[src/rtl/coord_src_arbiter.sv]
// coord_src_arbiter
// Round-robin arbiter sharing one coordinate-cleaning stage between N_SRC
// sources. The granted source's X/Y/Z sample is captured into a single output
// register and presented, tagged with its source index, on a valid/ready
// handshake. A pop and a new capture can happen on the same edge, so the
// stage sustains one sample per cycle.
//
// Optional feature: define COORD_ARB_STATS_EN to build one saturating 16-bit
// grant counter per source, readable through stat_sel/stat_cnt. Without it,
// stat_cnt is tied to zero and stat_sel/stat_clr are ignored.
module coord_src_arbiter #(
    parameter int N_SRC = 4,
    parameter int ID_W  = 2
) (
    input  logic                clk,
    input  logic                reset_n,
    input  logic [16*N_SRC-1:0] src_x,
    input  logic [16*N_SRC-1:0] src_y,
    input  logic [16*N_SRC-1:0] src_z,
    input  logic [N_SRC-1:0]    src_valid,
    output logic [N_SRC-1:0]    src_ready,
    input  logic [N_SRC-1:0]    src_en,
    output logic [15:0]         out_x,
    output logic [15:0]         out_y,
    output logic [15:0]         out_z,
    output logic [ID_W-1:0]     out_id,
    output logic                out_valid,
    input  logic                out_ready,
    input  logic [ID_W-1:0]     stat_sel,
    input  logic                stat_clr,
    output logic [15:0]         stat_cnt
);

    // Buffer occupancy is the whole state machine: EMPTY or FULL.
    localparam logic [0:0] ST_EMPTY = 1'b0;
    localparam logic [0:0] ST_FULL  = 1'b1;

    // ------------------------------------------------------------------
    // Registers
    // ------------------------------------------------------------------
    logic [0:0]      r_state;
    logic [ID_W-1:0] r_ptr;
    logic [15:0]     r_x;
    logic [15:0]     r_y;
    logic [15:0]     r_z;
    logic [ID_W-1:0] r_id;

    // ------------------------------------------------------------------
    // Combinational nets
    // ------------------------------------------------------------------
    logic [N_SRC-1:0] w_req;
    logic             w_any_req;
    logic [ID_W-1:0]  w_grant;
    logic [ID_W:0]    w_idx;
    logic             w_can_load;
    logic             w_xfer;
    logic             w_pop;
    logic [ID_W-1:0]  w_ptr_nxt;
    logic [0:0]       w_state_nxt;
    logic [15:0]      w_sel_x;
    logic [15:0]      w_sel_y;
    logic [15:0]      w_sel_z;

    // A disabled source is invisible to arbitration even if it is valid.
    assign w_req = src_valid & src_en;

    // The buffer may take a new sample when it is empty or being drained now.
    assign w_can_load = (r_state == ST_EMPTY) || out_ready;

    // Rotating-priority search: first requester at or after r_ptr (mod N_SRC).
    always_comb begin
        // NOTE: every net driven here gets a default first so no path leaves
        // it unassigned; otherwise synthesis infers a latch.
        w_any_req = 1'b0;
        w_grant   = '0;
        w_idx     = '0;
        for (int k = 0; k < N_SRC; k++) begin
            w_idx = {1'b0, r_ptr} + (ID_W+1)'(k);
            if (w_idx >= (ID_W+1)'(N_SRC)) begin
                w_idx = w_idx - (ID_W+1)'(N_SRC);
            end
            if (!w_any_req && w_req[w_idx[ID_W-1:0]]) begin
                w_any_req = 1'b1;
                w_grant   = w_idx[ID_W-1:0];
            end
        end
    end

    // Accept strobe goes only to the granted source; nothing is accepted in reset.
    always_comb begin
        src_ready = '0;
        if (reset_n && w_any_req && w_can_load) begin
            src_ready[w_grant] = 1'b1;
        end
    end

    // Transfer is the handshake of the granted source; pop is the downstream one.
    assign w_xfer = |(src_ready & src_valid);
    assign w_pop  = (r_state == ST_FULL) && out_ready;

    // Pointer moves just past the winner so it yields on the next decision.
    assign w_ptr_nxt = (w_grant == ID_W'(N_SRC-1)) ? '0 : (w_grant + 1'b1);

    // Sample mux for the granted source (each source owns a 16-bit slice).
    assign w_sel_x = src_x[{w_grant, 4'b0000} +: 16];
    assign w_sel_y = src_y[{w_grant, 4'b0000} +: 16];
    assign w_sel_z = src_z[{w_grant, 4'b0000} +: 16];

    // Next-state: fill on transfer, drain on a pop that is not refilled.
    always_comb begin
        w_state_nxt = r_state;
        case (r_state)
            ST_EMPTY: begin
                if (w_xfer) begin
                    w_state_nxt = ST_FULL;
                end
            end
            ST_FULL: begin
                if (w_pop && !w_xfer) begin
                    w_state_nxt = ST_EMPTY;
                end
            end
            default: w_state_nxt = ST_EMPTY;
        endcase
    end

    // Occupancy state and round-robin pointer; reset discards any held sample.
    always_ff @(posedge clk or negedge reset_n) begin
        if (!reset_n) begin
            r_state <= ST_EMPTY;
            r_ptr   <= '0;
        end else begin
            // NOTE: sequential state uses non-blocking assignments so every
            // flop samples pre-edge values regardless of statement order.
            r_state <= w_state_nxt;
            if (w_xfer) begin
                r_ptr <= w_ptr_nxt;
            end
        end
    end

    // Output register: loads only on transfer, otherwise holds (stall-stable).
    always_ff @(posedge clk or negedge reset_n) begin
        if (!reset_n) begin
            r_x  <= '0;
            r_y  <= '0;
            r_z  <= '0;
            r_id <= '0;
        end else if (w_xfer) begin
            r_x  <= w_sel_x;
            r_y  <= w_sel_y;
            r_z  <= w_sel_z;
            r_id <= w_grant;
        end
    end

    assign out_x     = r_x;
    assign out_y     = r_y;
    assign out_z     = r_z;
    assign out_id    = r_id;
    assign out_valid = (r_state == ST_FULL);

`ifdef COORD_ARB_STATS_EN
    logic [15:0] r_cnt [N_SRC];

    // Per-source saturating grant counters; a clear beats a coincident grant.
    always_ff @(posedge clk or negedge reset_n) begin
        if (!reset_n) begin
            // NOTE: this small counter array is reset explicitly because its
            // contents are architecturally visible; large data RAMs normally
            // are not reset.
            for (int i = 0; i < N_SRC; i++) begin
                r_cnt[i] <= '0;
            end
        end else if (stat_clr) begin
            for (int i = 0; i < N_SRC; i++) begin
                r_cnt[i] <= '0;
            end
        end else if (w_xfer && (r_cnt[w_grant] != 16'hFFFF)) begin
            r_cnt[w_grant] <= r_cnt[w_grant] + 16'd1;
        end
    end

    // Combinational read port; out-of-range selects read as zero.
    assign stat_cnt = (int'(stat_sel) < N_SRC) ? r_cnt[stat_sel] : 16'h0000;
`else
    // Statistics not built: inputs are deliberately ignored.
    logic w_unused_stats;
    assign w_unused_stats = ^{stat_sel, stat_clr};
    assign stat_cnt       = 16'h0000;
`endif

endmodule
[config.mk]
export PLATFORM = sky130hd
export DESIGN_NAME = coord_src_arbiter
export DESIGN_NICKNAME = d
export VERILOG_FILES = /design/src/rtl/coord_src_arbiter.sv
export SDC_FILE = /design/constraint.sdc
export NUM_CORES = 1
export LEC_CHECK = 0
export BUFFER_PORTS_ARGS = -buffer_cell sky130_fd_sc_hd__buf_2
export CORE_AREA = 2 2 106 108
export CTS_CLUSTER_DIAMETER = 50
export CTS_CLUSTER_SIZE = 14
export DETAILED_ROUTE_END_ITERATION = 16
export DIE_AREA = 0 0 108 110
export PLACE_DENSITY = 0.7
export SLEW_MARGIN = 20
export SYNTH_ARGS = -nofsm -noshare
export SYNTH_HDL_FRONTEND = slang
export SYNTH_SLANG_ARGS = --single-unit
[constraint.sdc]
create_clock -name clk -period 3.4 [get_ports clk]
set_clock_uncertainty 0.15 [all_clocks]
set_input_delay 0.68 -clock clk [delete_from_list [all_inputs] [get_ports clk]]
set_output_delay 0.68 -clock clk [all_outputs]
set_load 0.02 [all_outputs]
---- After elaboration in Yosys (flattened, before gate mapping) ----
Cells that the tools add are included.
storage, ports and cells
  bits of input ports ..................... 206
  bits in registers ....................... 53
  output and inout port bits .............. 71
cells by class
  equal/unequal tests ..................... 1
  shifts and indexed selects .............. 3
  $lt $le $gt $ge ......................... 10
  add/sub/neg operators ................... 8
  reduce and logical (&&, ||, !) cells .... 14
  bitwise logic cells ..................... 3
  mux-type cells .......................... 27
operators with widths
  operator                                                           number
  indexed part select 64 x 7 -> 16 bit                               3
  two-way mux 2 bit                                                  9
  < comparator 2 x 3 -> 1 bit, second input constant                 5
  two-way mux 1 bit                                                  11
  greater-or-equal comparator 3 bit, second input constant           3
  bitwise AND 4 bit                                                  2
  binary-select mux 1 bit (select 2 bit)                             4
  logical AND 1 bit                                                  8
  subtractor 2 x 1 -> 2 bit, second input constant                   4
  adder 2 x 2 -> 3 bit, second input constant                        2
  zero test 1 bit                                                    4
  two-way mux 4 bit                                                  1
  OR reduction 4 bit                                                 1
  adder 2 x 1 -> 3 bit, second input constant                        1
  greater-or-equal comparator 2 x 3 -> 1 bit, second input constant  1
  adder 2 x 1 -> 2 bit, second input constant                        1
  demux 1 bit (select 2 bit)                                         1
  equality test 2 bit, second input constant                         1
  greater-or-equal comparator 2 x 1 -> 1 bit, second input constant  1
  case mux 1 bit (2 select lines)                                    1
  logical OR 1 bit                                                   1
  inverter 1 bit                                                     1

---- Depth between registers and ports, before layout ----
Gate-level depths: netlist (run 1).
  depth in word-level cells ............... 25
  depth in mapped cells ................... 12
  gate-level depth less buffers ........... 9

---- Least setup slack after synthesis (run 1) ----
Ideal clock, no wire load.
  path kind ............................... input -> register
  start ................................... input port src_valid[1]
  end ..................................... register r_z[1] (netlist: out_z[1])
  cell stages on the path ................. 12
  library setup time ...................... 0.134 ns
  data required time ...................... 3.116 ns
  arrival time ............................ 2.668 ns
  path slack .............................. 0.448 ns
  path through ............................ and2_4 -> o311ai_4 -> nand2_2 -> inv_2 -> buf_2 -> ha_1 -> and2_1 -> nand3_1 -> buf_2 -> buf_2 -> o22ai_1 -> a221oi_2
between the ends
  word-level cells in the longest chain between the ends .. 20
  elaborated cells on any way between the ends .. 34
  those cells by class .................... order compare (2); shift (1); mux (19); bitwise (2); reduce/logical (10)
RTL lines
  what                                                                                                             line  source
  start: declaration                                                                                               20    input logic [N_SRC-1:0] src_valid,
  bitwise AND 4 bit                                                                                                65    assign w_req = src_valid & src_en;
  binary-select mux 1 bit (select 2 bit)                                                                           82    if (!w_any_req && w_req[w_idx[ID_W-1:0]]) begin
  two-way mux 1 bit (implied by the code)                                                                          82
  two-way mux 1 bit                                                                                                82
  zero test 1 bit                                                                                                  82
  logical AND 1 bit                                                                                                82
  two-way mux 1 bit                                                                                                82
  zero test 1 bit                                                                                                  82
  (+4 left out)                                                                                                    -
  two-way mux 2 bit                                                                                                82
  < comparator 2 x 3 -> 1 bit (implied by the code) or greater-or-equal comparator 2 x 1 -> 1 bit (tied branches)  93    src_ready[w_grant] = 1'b1;
  logical AND 1 bit (implied by the code)                                                                          93
  two-way mux 1 bit (implied by the code)                                                                          93
  demux 1 bit (select 2 bit)                                                                                       93
  two-way mux 4 bit                                                                                                92    if (reset_n && w_any_req && w_can_load) begin
  bitwise AND 4 bit                                                                                                98    assign w_xfer = |(src_ready & src_valid);
  OR reduction 4 bit                                                                                               98
  end signal: assignment                                                                                           152   r_z <= w_sel_z;
  end: declaration                                                                                                 45    logic [15:0] r_z;
Parallel ways exist; a longest one is shown, timed or not. The select of a mux whose other input is x is not followed.
A chain may end at the register's enable or synchronous reset.

---- Worst setup path in the final report (run 1) ----
  start ................................... input port src_valid[0]
  end ..................................... output port src_ready[2]
between the ends
  word-level cells in the longest chain between the ends .. 18
  elaborated cells on any way between the ends .. 31
  those cells by class .................... order compare (2); mux (19); bitwise (1); reduce/logical (9)
RTL lines
  what                                                                                                             line  source
  bitwise AND 4 bit *                                                                                              65
  binary-select mux 1 bit (select 2 bit)                                                                           82
  two-way mux 1 bit (implied by the code)                                                                          82
  two-way mux 1 bit                                                                                                82
  zero test 1 bit                                                                                                  82
  logical AND 1 bit                                                                                                82
  two-way mux 1 bit                                                                                                82
  zero test 1 bit                                                                                                  82
  (+2 left out)                                                                                                    -
  zero test 1 bit                                                                                                  82
  logical AND 1 bit                                                                                                82
  two-way mux 2 bit                                                                                                82
  < comparator 2 x 3 -> 1 bit (implied by the code) or greater-or-equal comparator 2 x 1 -> 1 bit (tied branches)  93
  logical AND 1 bit (implied by the code)                                                                          93
  two-way mux 1 bit (implied by the code)                                                                          93
  demux 1 bit (select 2 bit)                                                                                       93
  two-way mux 4 bit *                                                                                              92
  end: declaration                                                                                                 21    output logic [N_SRC-1:0] src_ready,
Mark *: on every way between the ends. The rest lies on a longest branch, timed or not. The select of a mux whose other input is x is not followed.

==> results summary, run 1 <==
The clock net in this run drives a total of 53 sinks. The mean instance size in the synthesized netlist came out at 9.294 um^2. The worst hold path belongs to the class primary input to asynchronous set/reset pin. The run finished with clean final reports. During placement, the flow inserted port buffers numbering 257.

The clock share of power came out at 10.6%. After filler insertion, the fill cell instance count of the layout stands at 1042. The number of different library cells used by synthesis comes to 37. Among all stages on the critical path, the largest delay is contributed by sky130_fd_sc_hd__o311ai_4. The post-CTS setup buffer count came out at 0.

The count of cells resized by post-cts repair came out at 0. The combined global-route utilization of all metal layers is roughly a fifth. The total inserted antenna cells is 0.

The number of levels in the clock H-tree is 2. The summed instance area of the synthesized netlist is between 0.003 and 0.004 mm^2. The number of antenna violations at the first check in global routing is 0. The final routed DRC violation total is 0.

The post-synthesis xor/xnor area fraction is 0%. The wire-length estimate of the detail-placed layout is about 9000 um. The number of buffers inserted by hold repair at cts came out at 0. The detailed-route via count came out at around 4000.

The largest net degree at the start of global routing came out at 57. The core area came out at 0.01070 mm^2. The combined buffer and inverter count along the critical path is 2. The final-stage net count came out at 829. The accumulated negative setup slack came out at 0 ps.

The count of antenna-violating nets left after detailed routing came out at 0. The final estimated routing congestion in global placement came out at approximately 0.79. Sorting the synthesized cells by area gives the leading types as sky130_fd_sc_hd__dfrtp_1 (37%), sky130_fd_sc_hd__a221oi_1 (11%), sky130_fd_sc_hd__a211oi_1 (10%).

The share of total power consumed by net switching is a little under half. The clock insertion delay at the later pin of the skew report came out at ~300 ps. The effective utilization at floorplan came out at 33.71%. Headroom to the max-slew limit came out at 30.51%. The number of hold violations in the final report was 0. STA classifies the critical path endpoint as a primary output. The area share of the largest cell type after synthesis is 36.78%. The part of the power in registers is ~34%. The required time at the endpoint of the critical path came out at 2570 ps. The cell that appears most often on the critical path is sky130_fd_sc_hd__buf_2. The TritonCTS clock tree is yes. The growth of design area from synthesis to finish came out at 38.31%. Of the synthesized area, sequential elements account for a little under two fifths. The synthesized design contains 0 enable-type register cells. The post-synthesis register bit count came out at 53.

Summing the areas of all fa, ha and maj instances in the mapped netlist gives 0.3470% of the synthesized area. The maximum clock insertion buffer count came out at 2. The warning count from the yosys run is 0. The maximum clock rate is around 0.32 GHz. In the synthesized netlist, mux cells make up 0.6246% of the area. The post-route netlist has 46.07% of its cells at a drive strength greater than 1. After detailed routing, the average wire length per cell comes to 15.74 um. The die is 110 um tall. The placement row count came out at 38. The post-route cell area is 0.004987 mm^2. The synthesized netlist devotes 44.31% of its cell area to compound gates. The final clock period utilization by the worst path is about nine tenths.

The utilization after layout came out at 46.62%. The chip width came out at roughly 110 um. The multi-input gate area in the final layout came out at 0.001833 mm^2. The overall overflow remaining after global route came out at 0.

Data arrives at the worst endpoint at 2250 ps. The worst stage delay on the critical path came out at 900 ps. STA classifies the critical path startpoint as a primary input. The number of vias per cell after detailed routing came out at around 5.3.

After layout, the worst setup slack is 315.7 ps. The first global-routing pass estimated 17950 um of wire. Clock tree synthesis selected as its root buffer the cell sky130_fd_sc_hd__clkbuf_8.

The cell family with the largest share of critical-path delay is compound AO/OA/AOI/OAI gates. Summed over all instances, the cell type with the most area after synthesis is sky130_fd_sc_hd__dfrtp_1. The die area came out at 0.01188 mm^2. The worst path needs 3084 ps of the cycle, external delays included.

The leakage dissipation is between 2 and 2.5 nW. Counting flops with an async set or reset pin after synthesis yields a share of 100.0%. The max-cap check violation count is 0.

The dominant combinational cell family by area after synthesis is compound AO/OA/AOI/OAI gates. By count the netlist is led by sky130_fd_sc_hd__dfrtp_1 (53), sky130_fd_sc_hd__inv_1 (50), sky130_fd_sc_hd__a211oi_1 (48), sky130_fd_sc_hd__a21boi_0 (48), sky130_fd_sc_hd__o22ai_1 (48). The net switching power of the design came out at 0.001459 W.

The maximum vdd drop is between 0.0002 and 0.0003 V. The setup slack after placement came out at 194.3 ps. The routed design has 12010 um of wire. The I/O pin count came out at 277.

The initial DRC count is 190. Summing the areas of all and, or, nand and nor instances in the mapped netlist gives 3.262% of the synthesized area. The final count of negative-setup-slack endpoints came out at 0.

The footprint of the flip-flops and latches came out at 0.001326 mm^2. The worst-margin pin slew came out at 1040 ps. Buffers inserted during clock tree synthesis total 5. The flip-flop cell with the highest count after synthesis is sky130_fd_sc_hd__dfrtp_1.

Clock-pin slew was measured on the worst setup and hold paths at 90 ps. Setup repair after global routing left no endpoint under its margin. The worst-path maximum fanout came out at 23.

In the synthesized netlist, the number of instances is 388. The ratio of total power to cell area came out at 644.5 mW/mm^2. The count of final max-slew check failures was 0. The number of detailed-route iterations in the first pass is 4. The type of the setup path with the least slack is primary input to primary output. The part of the power in combinational logic came out at between 50% and 60%. Walking the worst path, the cells encountered are buf_2, and3b_1, o311ai_4, nor2_1, buf_2. The number of global-route vias before repair is 3747.

The cell area after placement came out at 0.004907 mm^2. Cell internal power was estimated by the tool at 0.001756 W. Among all cell types in the netlist, the one instantiated most often is sky130_fd_sc_hd__dfrtp_1.
==> sequential cells by signal, indices dropped and copies added (netlist names) <==
register / cells
out_y: 16
out_z: 16
out_id: 2
r_ptr: 2
out_x: 16
out_valid: 1
==> power groups by stage <==
stage	registers (W)	logic (W)	clock network, W
6_report	0.00109	0.00178	0.000342
4_1_cts	0.00109	0.00180	0.000361
2_1_floorplan	0.00146	0.000814	0
3_5_place_dp	0.00110	0.00180	0
5_1_grt	0.00113	0.00194	0.000388
3_3_place_gp	0.00110	0.00176	0
==> final timing paths <==
kind | from | to | slack, ps | cells past startpoint
max in group asynchronous | reset_n | out_y[1] | 2260 | 2
min in group clk | out_id[1] | out_id[1] | 380 | 1
setup / recovery | src_valid[0] | src_ready[2] | 320 | 5
setup reg to reg | r_ptr[0] | out_x[3] | 640 | 10
hold / removal | reset_n | out_valid | 360 | 2
hold reg to reg | out_id[1] | out_id[1] | 380 | 1
==> kinds of logic (layout without fill, tap and decap cells) <==
logic type / Yosys count / count (layout)
buffers and inverters: 107 / 327
DFF: 53 / 53
muxes: 2 / 2
and+or+nand+nor: 20 / 20
other: 1 / 16
adders and majority gates: 1 / 1
AOI/OAI and AO/OA: 204 / 204
==> cell type report <==
cell class | count | area share, %
multi-input cells | 243 | 36.75
repair buffers | 268 | 27.70
flip-flops and latches | 53 | 26.59
inverters | 51 | 3.838
well taps | 140 | 3.512
clock buffers | 8 | 1.606
==> through the flow <==
stage	hold WS, ps	instances	power (W)
after floorplan	234.4	403	0.002275
after global placement	336.3	755	0.002861
after detailed placement	353.9	755	0.002899
after CTS	376.5	763	0.003254
after global routing	381.9	763	0.003463
final	357.3	763	0.003214
==> worst reg2reg max path, cell delays in order (launching register included) <==
cell                        delay (ps)
sky130_fd_sc_hd__dfrtp_1           400
sky130_fd_sc_hd__nand3b_1          250
sky130_fd_sc_hd__o2111ai_1         230
sky130_fd_sc_hd__o31a_2            260
sky130_fd_sc_hd__inv_1              70
sky130_fd_sc_hd__ha_1              210
sky130_fd_sc_hd__and2_1            220
sky130_fd_sc_hd__nand3_2           100
sky130_fd_sc_hd__buf_4             310
sky130_fd_sc_hd__o22ai_1           160
sky130_fd_sc_hd__a221oi_1          290
==> routing by layer <==
metal | wire [um] | global-route usage (%) | vias to the layer above
met5 | 0 | 0 | -
met4 | 121 | 4.579 | 0
met3 | 800 | 3.527 | 10
met2 | 6403 | 35.44 | 184
met1 | 4681 | 22.34 | 1882
li1 | - | - | 1937
==> placed cells by master (no fill, tap or decap), types with 2 or more instances in the layout <==
| cell type | count |
|---|---|
| sky130_fd_sc_hd__a21boi_0 | 48 |
| sky130_fd_sc_hd__o22ai_1 | 48 |
| sky130_fd_sc_hd__o311ai_4 | 2 |
| sky130_fd_sc_hd__nand2_1 | 4 |
| sky130_fd_sc_hd__inv_1 | 50 |
| sky130_fd_sc_hd__a221oi_2 | 3 |
| sky130_fd_sc_hd__and2_1 | 5 |
| sky130_fd_sc_hd__conb_1 | 16 |
| sky130_fd_sc_hd__buf_2 | 257 |
| sky130_fd_sc_hd__clkbuf_8 | 5 |
| sky130_fd_sc_hd__a221oi_1 | 45 |
| sky130_fd_sc_hd__and3_1 | 2 |
| sky130_fd_sc_hd__o21a_1 | 2 |
| sky130_fd_sc_hd__clkbuf_1 | 3 |
| sky130_fd_sc_hd__buf_4 | 10 |
| sky130_fd_sc_hd__nor2_1 | 2 |
| sky130_fd_sc_hd__dfrtp_1 | 53 |
| sky130_fd_sc_hd__a211oi_1 | 48 |
| sky130_fd_sc_hd__and2_4 | 2 |
(Power assumes the default switching activity.)
==> inputs of run 2 (changes only) <==
CTS_CLUSTER_SIZE = 8   (was 14)
RECOVER_POWER = 100   (was not set)
REMOVE_ABC_BUFFERS = 1   (was not set)
==> run 2 against run 1 <==
  * Worst setup slack improved by 34 ps
  * Routed wire length barely moved
  * Worst hold slack got worse by 6.1 ps
  * Final cell count did not move
  * Maximum frequency rose by 1.1%
  * Largest power group unchanged
==> results summary, run 2 (synthesis results as in run 1) <==
The flow ran to the end, and the final reports show no timing, DRC or antenna violations. The share of total power dissipated in sequential elements is 35.5%. The post-CTS setup buffer count is 0.

The type of the setup path with the least slack is primary input to flip-flop. The number of buffers and inverters on the critical path is 3. The share of total power consumed by net switching is 46.69%.

The fill cell instance count of the final layout came out at 1107. The critical path data arrival time is 3050 ps. Setup repair after global routing left no endpoint under its margin.

The TritonCTS clock tree is yes. Once detail routing completed, the nets flagged for antenna violations numbered 0. For the final routed database, the setup TNS stands at 0 ps. The worst-margin pin slew is 1327 ps. The cell family contributing the most delay on the critical path is compound AO/OA/AOI/OAI gates. The placement row count is 38. In this run the power spent charging and discharging nets is 0.001449 W. The largest net degree at the start of global routing came out at 54. Clock tree synthesis selected as its root buffer the cell sky130_fd_sc_hd__clkbuf_8. The half-perimeter wire length of the detailed placement result is 9012 um.

The number of buffers inserted by hold repair at cts came out at 0. Walking the worst path, the cells encountered are buf_2, and2_0, o2111ai_1, o31a_2, inv_1, ha_1, and2_0, o31ai_1, buf_4, a221oi_1. The first global-routing pass estimated 18260 um of wire. At the later pin of the worst-skew pair, clock insertion delay measures between 200 and 300 ps. In this run the worst path has a maximum fanout of 26.

For hold timing, the worst endpoint is out_id[0]. The number of levels in the clock H-tree is 2. The number of detailed-route iterations in the first pass came out at 4.

The critical path starts at src_valid[3]. The worst register-to-register path ends at out_z[5]. The clock sink count came out at 53. The leakage dissipation is 2.344 nW. Counting instances, the worst hold path has a depth of 1. With fillers left out, the area of the finished cells amounts to 0.004855 mm^2. The critical hold path startpoint is out_id[0]. Dividing total power by cell area gives a power density of 639.4 mW/mm^2. For this configuration, the core starts out at a cell density of about a third.

The number of port buffers is 257. The final-stage net count came out at about 830. The number of antenna violations at the first check in global routing came out at 1. STA classifies the critical path endpoint as a flip-flop.

The growth of design area from synthesis to finish is 34.63%. Wires add up to 12010 um. The clock share of power is 10.9%.

The count of cells resized by post-cts repair is 0. The number of vias per cell after detailed routing came out at 5.364. After detailed routing, the average wire length per cell comes to between 15 and 20 um. The internal portion of the total power is 0.001655 W. The largest individual stage delay along the critical path comes from the cell sky130_fd_sc_hd__o31ai_1. The worst hold path belongs to the class flip-flop to flip-flop. The floorplan die height is 110 um.

The cell area after placement is around 0.0049 mm^2. The number of global-route vias before repair was 3888. The utilization after layout is 45.38%. The total inserted antenna cells is 0. The final count of negative-setup-slack endpoints came out at 0. The largest single stage delay on the critical path is 550 ps.

At the end of routability-driven placement, the weighted congestion stood at 0.8009. Clock-pin slew was measured on the worst setup and hold paths at 90 ps. Combinational logic is responsible for 53.6% of the overall power. In the routed design, unresolved DRC markers number 0. The chip width is 108 um. Timing would allow up to 0.3278 GHz. Leaving out fill and tap cells, the most frequent cell in the layout is sky130_fd_sc_hd__buf_2. After global routing the overflow that remains totals 0.

No sink is reached through more buffers than the 2 on the longest clock path. The core area came out at 0.01070 mm^2. Clock tree synthesis inserted a total of 5 buffers. The final clock period utilization by the worst path came out at 89.72%.

The number of hold violations in the final report is 0. The combined global-route utilization of all metal layers came out at 19.02%. The routed layout has 4093 vias. The cell depth of the worst flop-to-flop path is 9. The maximum vdd drop is approximately 0.00031 V.

In the post-route analysis, the smallest setup slack over all paths is 349.5 ps. The element type at the critical path start is a primary input. The die area is 0.01188 mm^2.

The I/O pin count is 277. The worst pin sits at a relative slew slack of 11.55%. In the layout the commonest cells are sky130_fd_sc_hd__buf_2 (203), sky130_fd_sc_hd__clkbuf_1 (57), sky130_fd_sc_hd__dfrtp_1 (53). The max-cap check violation count came out at 0. The initial DRC count came out at ~240.

Setup slack on the worst reg-to-reg path comes out at 460 ps. The critical path's most frequent cell is sky130_fd_sc_hd__and2_0. The required time at the endpoint of the critical path is 3400 ps. The setup slack after placement came out at around 200 ps.

The startpoint identified for the worst register-to-register timing path is r_ptr[0]. The fraction of layout instances using a drive strength above 1 is between 30% and 40%. The shortest clock period the worst path allows after layout is 3051 ps.

The count of final max-slew check failures is 0.
==> run 2: changes by cell type in the layout (fill, tap and decap cells not counted), sizes merged <==
cell,previous run,this run
buf,268,213
clkbuf,8,63
==> run 2: per-stage QoR <==
stage                     total power, W  hold slack, ps  instances
after floorplan                 0.002192           234.4        347
after global placement          0.002844           322.0        755
after detailed placement        0.002894           333.1        755
after CTS                       0.003246           355.4        763
after global routing            0.003348           370.8        763
final                           0.003104           351.2        763
==> run 2: worst max path at each step <==
stage / end / slack [ps] / cells past startpoint
5_1_grt: out_x[8] / 190 / 10
3_5_place_dp: out_z[12] / 200 / 11
2_1_floorplan: out_z[1] / -1600 / 9
3_3_place_gp: out_x[6] / 310 / 10
6_report: out_z[5] / 350 / 10
4_1_cts: src_ready[3] / 400 / 8
==> run 2: area by class of cell <==
type / count / area (um^2) / area share (%)
clock buffer: 8 / 80.08 / 1.649
inverter: 51 / 191.4 / 3.943
multi-input combinational: 243 / 1783 / 36.73
sequential: 53 / 1326 / 27.32
tap: 140 / 175.2 / 3.608
timing repair buffer: 268 / 1299 / 26.75
==> run 2: power groups by stage <==
stage / Combinational (W) / Sequential, W / Clock, W
detailed placement: 0.00179 / 0.00110 / 0
floorplan: 0.000731 / 0.00146 / 0
finish: 0.00166 / 0.00110 / 0.000339
global route: 0.00182 / 0.00114 / 0.000383
CTS: 0.00179 / 0.00110 / 0.000360
global placement: 0.00175 / 0.00109 / 0
==> run 2: layer usage <==
metal | vias up | part of all wire [%] | global-route usage (%) | wire length (um)
li1 | 1934 | - | - | -
met2 | 206 | 54 | 38.23 | 6494
met4 | 2 | 1.1 | 4.487 | 130
met3 | 20 | 7.3 | 3.821 | 879
met1 | 1931 | 37 | 20.21 | 4495
met5 | - | 0.092 | 0 | 11
==> run 2: worst reg2reg max path, delay by kind of cell (launching register included) <==
family / cells / cell delay (ps)
AOI/OAI and AO/OA: 4 / 1080
buffers and inverters: 2 / 480
and+or+nand+nor: 2 / 460
DFF: 1 / 410
adders and majority gates: 1 / 220
==> inputs of run 3 (changes only) <==
clock period = 2.9 ns   (was 3.4 ns; I/O delays follow)
==> run 3 against run 2 <==
  * Worst setup slack worse by 170 ps
  * Final area grew 2.4%
  * Sequential share of layout area is 0.65 points lower
  * Worst hold slack improved by 4.4 ps
  * Clock power increased by 24%
  * Utilization up 1.1 points
  * Clock-buffer cell count shrank 1
  * Register-to-register slack worse by 280 ps
  * Final cell count grew 0.39%
  * Critical path type is now flip-flop to primary output
  * Via count shrank 1.1%
  * Total power is 20% higher
==> results summary, run 3 (synthesis results as in run 1) <==
The growth of design area from synthesis to finish came out at 37.89%. The floorplan die height is 110 um. The count of antenna-violating nets left after detailed routing came out at 0. Across every metal layer, demand over resource in global routing totals 18.57%. The final estimated routing congestion in global placement is 0.7981. The library cell used most frequently in the layout, excluding fill and tap cells, is sky130_fd_sc_hd__buf_2. Setup repair after global routing left no endpoint under its margin. For the worst setup path, the data required time is between 2000 and 2500 ps.

The post-CTS setup buffer count is 0. The final clock period utilization by the worst path is 93.86%. The chip width is 108 um. The accumulated negative setup slack is 0 ps.

The worst setup path is launched from a flip-flop. The cell family with the largest share of critical-path delay is buffers and inverters. Of the cells placed in the final design, the portion with a size suffix greater than 1 is a little under two fifths. The worst setup slack after layout is approximately 180 ps. The initial DRC count came out at 183.

Setup violations remaining at the end of the flow were counted as 0. The run finished with clean final reports. The effective utilization at floorplan is ~34%. The largest net degree at the start of global routing came out at 99. The root cell of the clock tree is sky130_fd_sc_hd__clkbuf_8.

The clock sink count is 53. The number of antenna violations at the first check in global routing came to 1. The worst-margin pin slew came out at 1317 ps.

The number of global-route vias before repair is between 3000 and 4000. The min-delay analysis places its worst path in the category flip-flop to flip-flop. The placement row count came out at 38. The number of hold violations in the final report came out at 0. The number of levels in the clock H-tree is 2.

The utilization after layout came out at 46.48%. The worst stage delay on the critical path came out at ~460 ps. For hold timing, the worst endpoint is out_id[0]. The critical hold path startpoint is out_id[0]. After global routing the overflow that remains totals 0. The cell depth of the worst hold path is 1. The clock transition at the registers of the reported paths came out at approximately 90 ps. IR analysis of the VDD net gives a maximum drop of approximately 0.00034 V. The count of final max-slew check failures was 0. The fill cell instance count of the final layout came out at 1085. Using the TritonRoute via totals, the vias-per-cell ratio works out to 5.286. The first global-routing pass estimated 17910 um of wire. In the routed design, unresolved DRC markers number 0. After clock tree synthesis, the flow added hold-fix buffers numbering 0. The first detailed-routing pass ran for 4 iterations. Measured in cells, the most critical reg-to-reg path has a length of 10. The total inserted antenna cells is 0.

After clock tree synthesis, the repair step resized 0 gates. The design draws 0.003721 W. In this run the static leakage power is 2.396 nW.

TritonCTS built the clock tree. The relative max-transition margin is approximately an eighth. The category of the worst setup path capture point is a primary output. The TritonCTS buffer count is 5. The max-cap check violation count is 0.

After detailed routing, the average wire length per cell comes to 15.39 um. The type of the setup path with the least slack is flip-flop to primary output. The setup slack after placement came out at -1.262 ps. The core area is 0.01070 mm^2. The clock insertion delay at the later pin of the skew report is 300 ps. In this run the power density over the cells is 748.3 mW/mm^2.

The die covers 0.01188 mm^2. The shortest clock period the worst path allows after layout came out at 2722 ps. The worst reg2reg path startpoint is r_ptr[0].

For this design, the slowest cell found on the critical path is sky130_fd_sc_hd__dfrtp_1. The maximum clock rate came out at 0.3674 GHz. In the layout the commonest cells are sky130_fd_sc_hd__buf_2 (204), sky130_fd_sc_hd__clkbuf_1 (54), sky130_fd_sc_hd__dfrtp_1 (53).

For this run, the post-layout net count is 833. The worst register-to-register path ends at out_x[1]. The worst-path maximum fanout came out at 98. The worst hold slack came out at 355.6 ps.

The internal reg-to-reg setup slack came out at 180 ps. The combined buffer and inverter count along the critical path came out at 3. The final wirelength came out at between 10000 and 15000 um.

The half-perimeter wire length of the detailed placement result is 8703 um. Walking the worst path, the cells encountered are and3_1, o311ai_4, nand2_2, inv_2, buf_12, nor2_1, buf_2. 277 I/O pins were placed.

Data arrives at the worst endpoint at 1990 ps. The detailed-route via count is 4049. Counting along the longest clock path gives a buffer depth of 2. The number of port buffers came out at 257.
run 3: cell types whose count changed in the layout (fill, tap and decap cells not counted), sizes merged:
cell	change
clkbuf	-2
buf	+5
run 3: worst max-delay path by stage:
stage | cells past startpoint | startpoint | endpoint
final | 7 | r_ptr[1] | src_ready[0]
after floorplan | 9 | src_valid[1] | out_z[1]
after global routing | 7 | r_ptr[1] | src_ready[0]
after CTS | 7 | r_ptr[1] | src_ready[0]
after global placement | 11 | src_valid[3] | out_x[10]
after detailed placement | 11 | src_valid[3] | out_y[6]
run 3: cell type report:
| class | count | area, um^2 | area share [%] |
|---|---|---|---|
| sequential | 53 | 1326 | 26.67 |
| timing repair buffer | 272 | 1380 | 27.76 |
| tap | 140 | 175.2 | 3.523 |
| inverter | 51 | 191.4 | 3.850 |
| clock buffer | 7 | 86.33 | 1.736 |
| multi-input combinational | 243 | 1813 | 36.46 |
run 3: power by group:
group	switching, W	internal (W)	leakage [nW]
registers	0.000203	0.00109	0.588
logic	0.00128	0.000722	1.76
clock network	0.000230	0.000190	0.0443
total	0.00172	0.00200	2.40
run 3: per-stage QoR:
step / cell area (um^2) / cells
6_report: 4972 / 766
2_1_floorplan: 3328 / 347
5_1_grt: 4972 / 766
3_3_place_gp: 4975 / 759
3_5_place_dp: 4975 / 759
4_1_cts: 5061 / 766
run 3: routing by layer:
layer,routed length (um),global-route usage (%)
met2,6187,36.52
met3,917,3.880
met5,11,0
met1,4554,20.34
met4,119,4.212
